===== config.mk =====
export PLATFORM = sky130hd
export DESIGN_NAME = control_watchdog
export DESIGN_NICKNAME = d
export VERILOG_FILES = /design/src/rtl/control_watchdog.sv
export SDC_FILE = /design/constraint.sdc
export NUM_CORES = 1
export LEC_CHECK = 0
export ABC_AREA = 1
export CAP_MARGIN = 0
export CORE_MARGIN = 5
export CORE_UTILIZATION = 60
export CTS_BUF_LIST = sky130_fd_sc_hd__clkbuf_8 sky130_fd_sc_hd__clkbuf_16
export DETAILED_ROUTE_END_ITERATION = 7
export PLACE_DENSITY_LB_ADDON = 0.2
export SYNTH_ARGS = -nofsm -noshare
export SYNTH_HDL_FRONTEND = slang
export SYNTH_SLANG_ARGS = --single-unit

===== constraint.sdc =====
create_clock -name clk_root -period 2.7 [get_ports clk_root]
set_clock_uncertainty 0.1 [all_clocks]
set_input_delay 0.81 -clock clk_root [delete_from_list [all_inputs] [get_ports clk_root]]
set_output_delay 0.81 -clock clk_root [all_outputs]
set_load 0.02 [all_outputs]

===== src/rtl/control_watchdog.sv =====
// control_watchdog
// Keep-alive supervisor for the control byte stream. The upstream controller
// must deliver SIGNATURE at least once every TIMEOUT_TICKS cycles while the
// watchdog is enabled. If it does not, reset_out is driven high for
// RESET_PULSE_CYCLES cycles and the saturating timeout_count is bumped.
// The signature matcher runs in every state except FIRE, so fed can pulse
// even while the watchdog is disabled.
module control_watchdog #(
    parameter int                        SIGNATURE_BITS     = 64,
    parameter logic [SIGNATURE_BITS-1:0] SIGNATURE          = 64'hDEAD_BEEF_FEEB_DAED,
    parameter int                        TIMEOUT_TICKS      = 1_000_000,
    parameter int                        RESET_PULSE_CYCLES = 16
) (
    input  logic       clk_root,
    input  logic       reset,
    input  logic       enable,
    input  logic       data_valid,
    input  logic [7:0] data,
    output logic       fed,
    output logic       reset_out,
    output logic [7:0] timeout_count
);

    localparam int CNT_W   = $clog2(TIMEOUT_TICKS + 1);
    localparam int PULSE_W = $clog2(RESET_PULSE_CYCLES + 1);

    localparam logic [CNT_W-1:0]   CNT_LOAD   = CNT_W'(TIMEOUT_TICKS);
    localparam logic [CNT_W-1:0]   CNT_ONE    = CNT_W'(1);
    localparam logic [PULSE_W-1:0] PULSE_LOAD = PULSE_W'(RESET_PULSE_CYCLES);
    localparam logic [PULSE_W-1:0] PULSE_ONE  = PULSE_W'(1);

    typedef enum logic [1:0] {
        ST_DISABLED = 2'd0,
        ST_ARMED    = 2'd1,
        ST_FIRE     = 2'd2
    } state_t;

    state_t                    state_q, state_d;
    logic [CNT_W-1:0]          countdown_q, countdown_d;
    logic [PULSE_W-1:0]        pulse_q, pulse_d;
    logic [SIGNATURE_BITS-1:0] shift_q, shift_d;
    logic [SIGNATURE_BITS-1:0] shift_in;
    logic                      match;
    logic                      fed_d;
    logic                      reset_out_d;
    logic [7:0]                timeout_count_d;

    // Candidate shift value if the current byte is accepted; the match is
    // judged against this value so fed lands one cycle after the final byte.
    assign shift_in = {shift_q[SIGNATURE_BITS-9:0], data};
    assign match    = (state_q != ST_FIRE) && data_valid && (shift_in == SIGNATURE);

    // Next-state, countdown, pulse counter, matcher and output decode.
    always_comb begin
        // NOTE: every variable gets a default first so no path leaves it unassigned and infers a latch.
        state_d         = state_q;
        countdown_d     = countdown_q;
        pulse_d         = pulse_q;
        shift_d         = shift_q;
        timeout_count_d = timeout_count;
        reset_out_d     = 1'b0;
        fed_d           = match;

        // A match clears the shifter so trailing bytes cannot re-match.
        if ((state_q != ST_FIRE) && data_valid) begin
            shift_d = match ? '0 : shift_in;
        end

        case (state_q)
            ST_DISABLED: begin
                countdown_d = CNT_LOAD;
                if (enable) begin
                    state_d = ST_ARMED;
                end
            end

            ST_ARMED: begin
                if (!enable) begin
                    state_d     = ST_DISABLED;
                    countdown_d = CNT_LOAD;
                end else if (match) begin
                    // A feed on the expiry cycle still wins.
                    countdown_d = CNT_LOAD;
                end else if (countdown_q == CNT_ONE) begin
                    state_d     = ST_FIRE;
                    pulse_d     = PULSE_LOAD;
                    reset_out_d = 1'b1;
                    if (timeout_count != 8'hFF) begin
                        timeout_count_d = timeout_count + 8'd1;
                    end
                end else begin
                    countdown_d = countdown_q - CNT_ONE;
                end
            end

            ST_FIRE: begin
                // Bytes are dropped during the pulse and enable cannot cut it short.
                shift_d = '0;
                if (pulse_q == PULSE_ONE) begin
                    countdown_d = CNT_LOAD;
                    state_d     = enable ? ST_ARMED : ST_DISABLED;
                end else begin
                    pulse_d     = pulse_q - PULSE_ONE;
                    reset_out_d = 1'b1;
                end
            end

            default: begin
                state_d     = ST_DISABLED;
                countdown_d = CNT_LOAD;
                shift_d     = '0;
            end
        endcase
    end

    // State and output registers with synchronous active-high reset.
    always_ff @(posedge clk_root) begin
        if (reset) begin
            // NOTE: non-blocking assignments in clocked blocks so every register samples pre-edge values.
            state_q       <= ST_DISABLED;
            countdown_q   <= CNT_LOAD;
            pulse_q       <= '0;
            shift_q       <= '0;
            fed           <= 1'b0;
            reset_out     <= 1'b0;
            timeout_count <= 8'd0;
        end else begin
            state_q       <= state_d;
            countdown_q   <= countdown_d;
            pulse_q       <= pulse_d;
            shift_q       <= shift_d;
            fed           <= fed_d;
            reset_out     <= reset_out_d;
            timeout_count <= timeout_count_d;
        end
    end

endmodule

* Word-level counts from Yosys, hierarchy flattened
Cells that the tools add are included.
Storage, ports and cells: bits in registers 93, word-level logic and storage cells 61, output and inout port bits 10, input port bits 12
Operators by class: eq/ne operators 16, muxes and demuxes 23, bitwise operators 2, add/sub/neg operators 3, reductions and logical operators 10
Operator list (count):
- 2-to-1 mux 20 bit | 4
- equality test 64 bit (second input constant) | 1
- 2-to-1 mux 56 bit | 1
- case mux 20 bit (2 select lines) | 1
- equality test 20 x 1 -> 1 bit (second input constant) | 1
- 2-to-1 mux 5 bit | 4
- subtractor 20 x 1 -> 20 bit (second input constant) | 1
- != test 2 bit (second input constant) | 7
- 2-to-1 mux 2 bit | 5
- case mux 5 bit (2 select lines) | 1
- AND reduction 5 bit | 2
- adder 8 x 1 -> 8 bit (second input constant) | 1
- != test 8 bit (second input constant) | 1
- != test 3 bit (second input constant) | 2
- case mux 2 bit (3 select lines) | 1
- equality test 5 x 1 -> 1 bit (second input constant) | 1
- 2-to-1 mux 1 bit | 5
- subtractor 5 x 1 -> 5 bit (second input constant) | 1
- != test 4 bit (second input constant) | 1
- AND reduction 4 bit | 1
- OR reduction 2 bit | 2
- equality test 2 x 1 -> 1 bit (second input constant) | 1
- equality test 2 bit (second input constant) | 1
- logical AND 1 bit | 2
- 5 further kinds | 6

* Logic depth before layout (Yosys ltp)
depth after elaboration 6, mapped depth 15

* Worst setup path after synthesis
OpenSTA, ideal clock, no wires.
path kind input port to flip-flop, from in data[2], to reg countdown_q[6], arrival time 1898 ps, setup slack 573 ps, stages 14, buffers on the path 1, cell sequence inv_1 -> nor2_1 -> nand2_1 -> nor2_1 -> nand2_1 -> nor2_4 -> nand3_4 -> nand3_4 -> nand2_8 -> inv_6 -> buf_12 -> nand2_1 -> nand2_1 -> nand3_1
Between the ends: longest elaborated chain between the ends 5
Ends and longest elaborated chain:
- from (decl) | line 18 | input logic [7:0] data,
- equality test 64 bit * | line 51 | assign match = (state_q != ST_FIRE) && data_valid && (shift_in == SIGNATURE);
- logical AND 1 bit * | line 51
- 2-to-1 mux 20 bit | line 81 | end else if (match) begin
- 2-to-1 mux 20 bit | line 78 | if (!enable) begin
- case mux 20 bit (2 select lines) | line 69 | case (state_q)
- to (signal assigned) | line 129 | countdown_q <= countdown_d;
- to (decl) | line 39 | logic [CNT_W-1:0] countdown_q, countdown_d;
Every way passes the cells marked *; elsewhere a longest branch is shown, timed or not. A chain may end at the register's enable or synchronous reset.

* Worst setup path after layout
from in data[3], to reg countdown_q[4]
Same word-level chain as after synthesis.

==> impl_metrics.yaml <==
worst_setup_path:
  critPathLaunch: "data[3]"
  startpoint_type: "input port"
  critPathBufInv: 3
  reg2reg_depth: 8
  end_kind: "register"
  crit_required_ps: 2890
  max_stage_delay_ps: 460
  cp.depth: 12
  worstPathArrival_ps: 2620
  r2r_setup_slack_ps: 340
  path_cells: "clkdlybuf4s50_1, nand2_1, inv_1, nand2_1, nor2_1, nand2_1, nor2_4, nand3_4, nand2_1, a21oi_2, inv_1, a21oi_1"
  cp_top_family: "buffers and inverters"
  r2r-start: "state_q[0]"
  critPathKind: "input port to register"
  cp_common_cell: "nand2_1"
  r2r-end: "countdown_q[4]"
  cp_slowest_cell: "clkdlybuf4s50_1"
  endpoint: "countdown_q[4]"
  critPathMaxFanout: 9
grt:
  antenna_found_initial: 0
  overflow: 0
  grt_pass1_wl_um: 20000
  grt_max_degree: 59
  grt_pass1_vias: 4183
  grt.total_usage_pct: 24.1
floorplan:
  die_x_um: 101
  ios: 22
  die-height_um: 101
  die-area_um2: 10100
  start_util_pct: 60.7
  coreArea_um2: 8130
  num_rows: 33
yosys:
  synth-simple-area-share_pct: 31.0
  synthesis.nets: 726
  synth_top_area_share_pct: 37.7
  synth_xor_area_share_pct: 2.13
  ys_seq_elements: 93
  synthAdderAreaFrac_pct: 2.28
  synth_top_family_by_area: "simple AND/OR/NAND/NOR gates"
  synth_compound_area_share_pct: 17.8
  synth_mux_area_share_pct: 0
  seq_area_frac_synth_pct: 37.7
  synthCells: 705
  ys_top_cells_by_area: "dfxtp_1 38%, nand2_1 8.0%, nor2_1 7.9%"
  netlist_area_um2: 4940
  async_reset_ff_share_pct: 0
  syn-mean-instance-area_um2: 7.00
  synth_edf_count: 0
  synth_cell_types: 37
  yosysWarnings: 0
  synth_ff_type: "dfxtp_1"
  synth_top_area_cell: "dfxtp_1"
sta:
  setup_viol: 0
  maxSlewViolCount: 0
  maxSlewHeadroom_pct: 66.8
  final-hold-violation-count: 0
  tns_ps: 0
  tightestPinTransition_ps: 498
  fmax_mhz: 411
  post-route-min-period_ps: 2430
  post-route-period-util_pct: 90.0
  rsz0062_at_grt: "no"
job:
  maxCapViolations: 0
power:
  p_comb_share_pct: 36.6
  clkPwrFrac_pct: 21.2
  ir_drop_mv: 0.445
  leakage_uw: 0.00215
  p_sw_share_pct: 42.4
  power_density_nw_per_um2: 848
  p_seq_share_pct: 42.2
  p_int_uw: 2710
  power.net_switching_uw: 1990
place:
  hpwlAfterDp_um: 8600
  gp_congestion: 0.896
  io_buffer_count: 21
  postPlaceCellArea_um2: 5330
clocking:
  cts_tree: "yes"
  cts.clk_slew.worst_paths_ps: 100
  cts_buffers: 9
  clock_sinks: 93
  root_buffer: "clkbuf_8"
  worst_skew_pair.late_latency_ps: 370
  cts_buffer_depth: 2
  cts_resized: 0
  hold_buffers: 0
  cts_setup_buffers: 0
  h-tree-depth: 3
final_layout:
  drive_gt1_share_pct: 10.7
  seqCellArea_um2: 1860
  fillCellCount: 710
  n_antenna_cell: 0
  nets: 751
  multi_input_area_um2: 2630
  final_cell_mix: "104 x nor2_1, 104 x nand2_1, 93 x dfxtp_1, 74 x inv_1, 70 x a21oi_1"
  fin_area_um2: 5540
  syn_to_final_growth_pct: 12.3
detailed_routing:
  antenna_left: 0
  drtPass1Iterations: 5
  wl_um: 12100
  vias: 4800
  drc_errors: 0
  drt_iter0_markers: 384
  routedWlPerCell_um: 14.5
  avgViaCountPerCell: 5.71
outcome:
  status: "finished clean"
min_path:
  worst_hold_path_type: "register to register"
  min_path_cells: 2
## synth_stat cells, types with 3 or more instances
master      n
nand2_2     8
a21oi_1    71
nand3b_1    5
o211ai_2    3
nor2_4      3
buf_1       3
inv_1      74
nand2_1   105
nand3_1    35
nor3_1      8
xnor2_1     4
o21ai_0    54
xor2_1      8
ha_1        9
clkbuf_1   21
inv_2       3
nor2_1    104
dfxtp_1    93
a211oi_1   15
nand4_1    44
a21oi_2     8
nor2_2      7
## cell families (layout without fill, tap and decap cells)
family	Yosys count	after routing
adders and majority gates	9	9
xor gates and xnor gates	12	12
buffers and inverters	109	139
and+or+nand+nor	326	326
AOI/OAI and AO/OA	156	156
DFF	93	93
## registers in the layout, indices dropped and copies added (netlist names)
name and flops:
countdown_q 20, pulse_q 5, state_q 2, shift_q 56
reset_out 1, timeout_count 8, fed 1
## power groups by stage
| stage | clock network, µW | registers, µW | logic (µW) |
|---|---|---|---|
| after floorplan | 0 | 1910 | 1350 |
| after global placement | 0 | 1990 | 1640 |
| final | 995 | 1980 | 1720 |
| after CTS | 1010 | 1970 | 1700 |
| after global routing | 1070 | 2020 | 1920 |
| after detailed placement | 0 | 1990 | 1680 |
## through the flow
step	std cells	utilization (%)	setup slack [ps]	hold slack, ps	power [µW]
finish	840	68.1	270	369	4700
global route	840	68.1	172	397	5000
CTS	840	68.1	278	370	4680
detailed placement	824	65.5	-98.3	347	3680
global placement	824	65.5	-19.5	347	3630
floorplan	705	-	573	333	3260
## how the worst min path moves through the flow
stage	startpoint	slack, ps	end
after floorplan	countdown_q[18]	330	countdown_q[18]
after global placement	countdown_q[18]	350	countdown_q[18]
after detailed placement	countdown_q[18]	350	countdown_q[18]
after CTS	countdown_q[18]	370	countdown_q[18]
after global routing	countdown_q[18]	400	countdown_q[18]
final	countdown_q[18]	370	countdown_q[18]
## cell type report
type                    instances  share of cell area, %
clock inverters                 7                   1.60
well taps                     105                   2.37
repair buffers                 43                   7.23
inverters                      80                   5.51
multi-input cells             503                   47.5
clock buffers                   9                   2.24
flip-flops and latches         93                   33.6
## worst register-to-register path, stage by stage, from the launching register on
cell,delay (ps)
dfxtp_1,340
inv_1,100
ha_1,230
inv_2,110
a31oi_1,290
inv_1,320
a21oi_2,490
inv_1,170
a21oi_1,150
## metal layers
layer	wire (µm)	track usage (%)	up-vias
met2	5170	34.6	184
met1	5900	36.5	2182
li1	-	-	2411
met3	758	2.70	23
met4	315	9.84	0
met5	0	0	-
(Power assumes the default switching activity.)
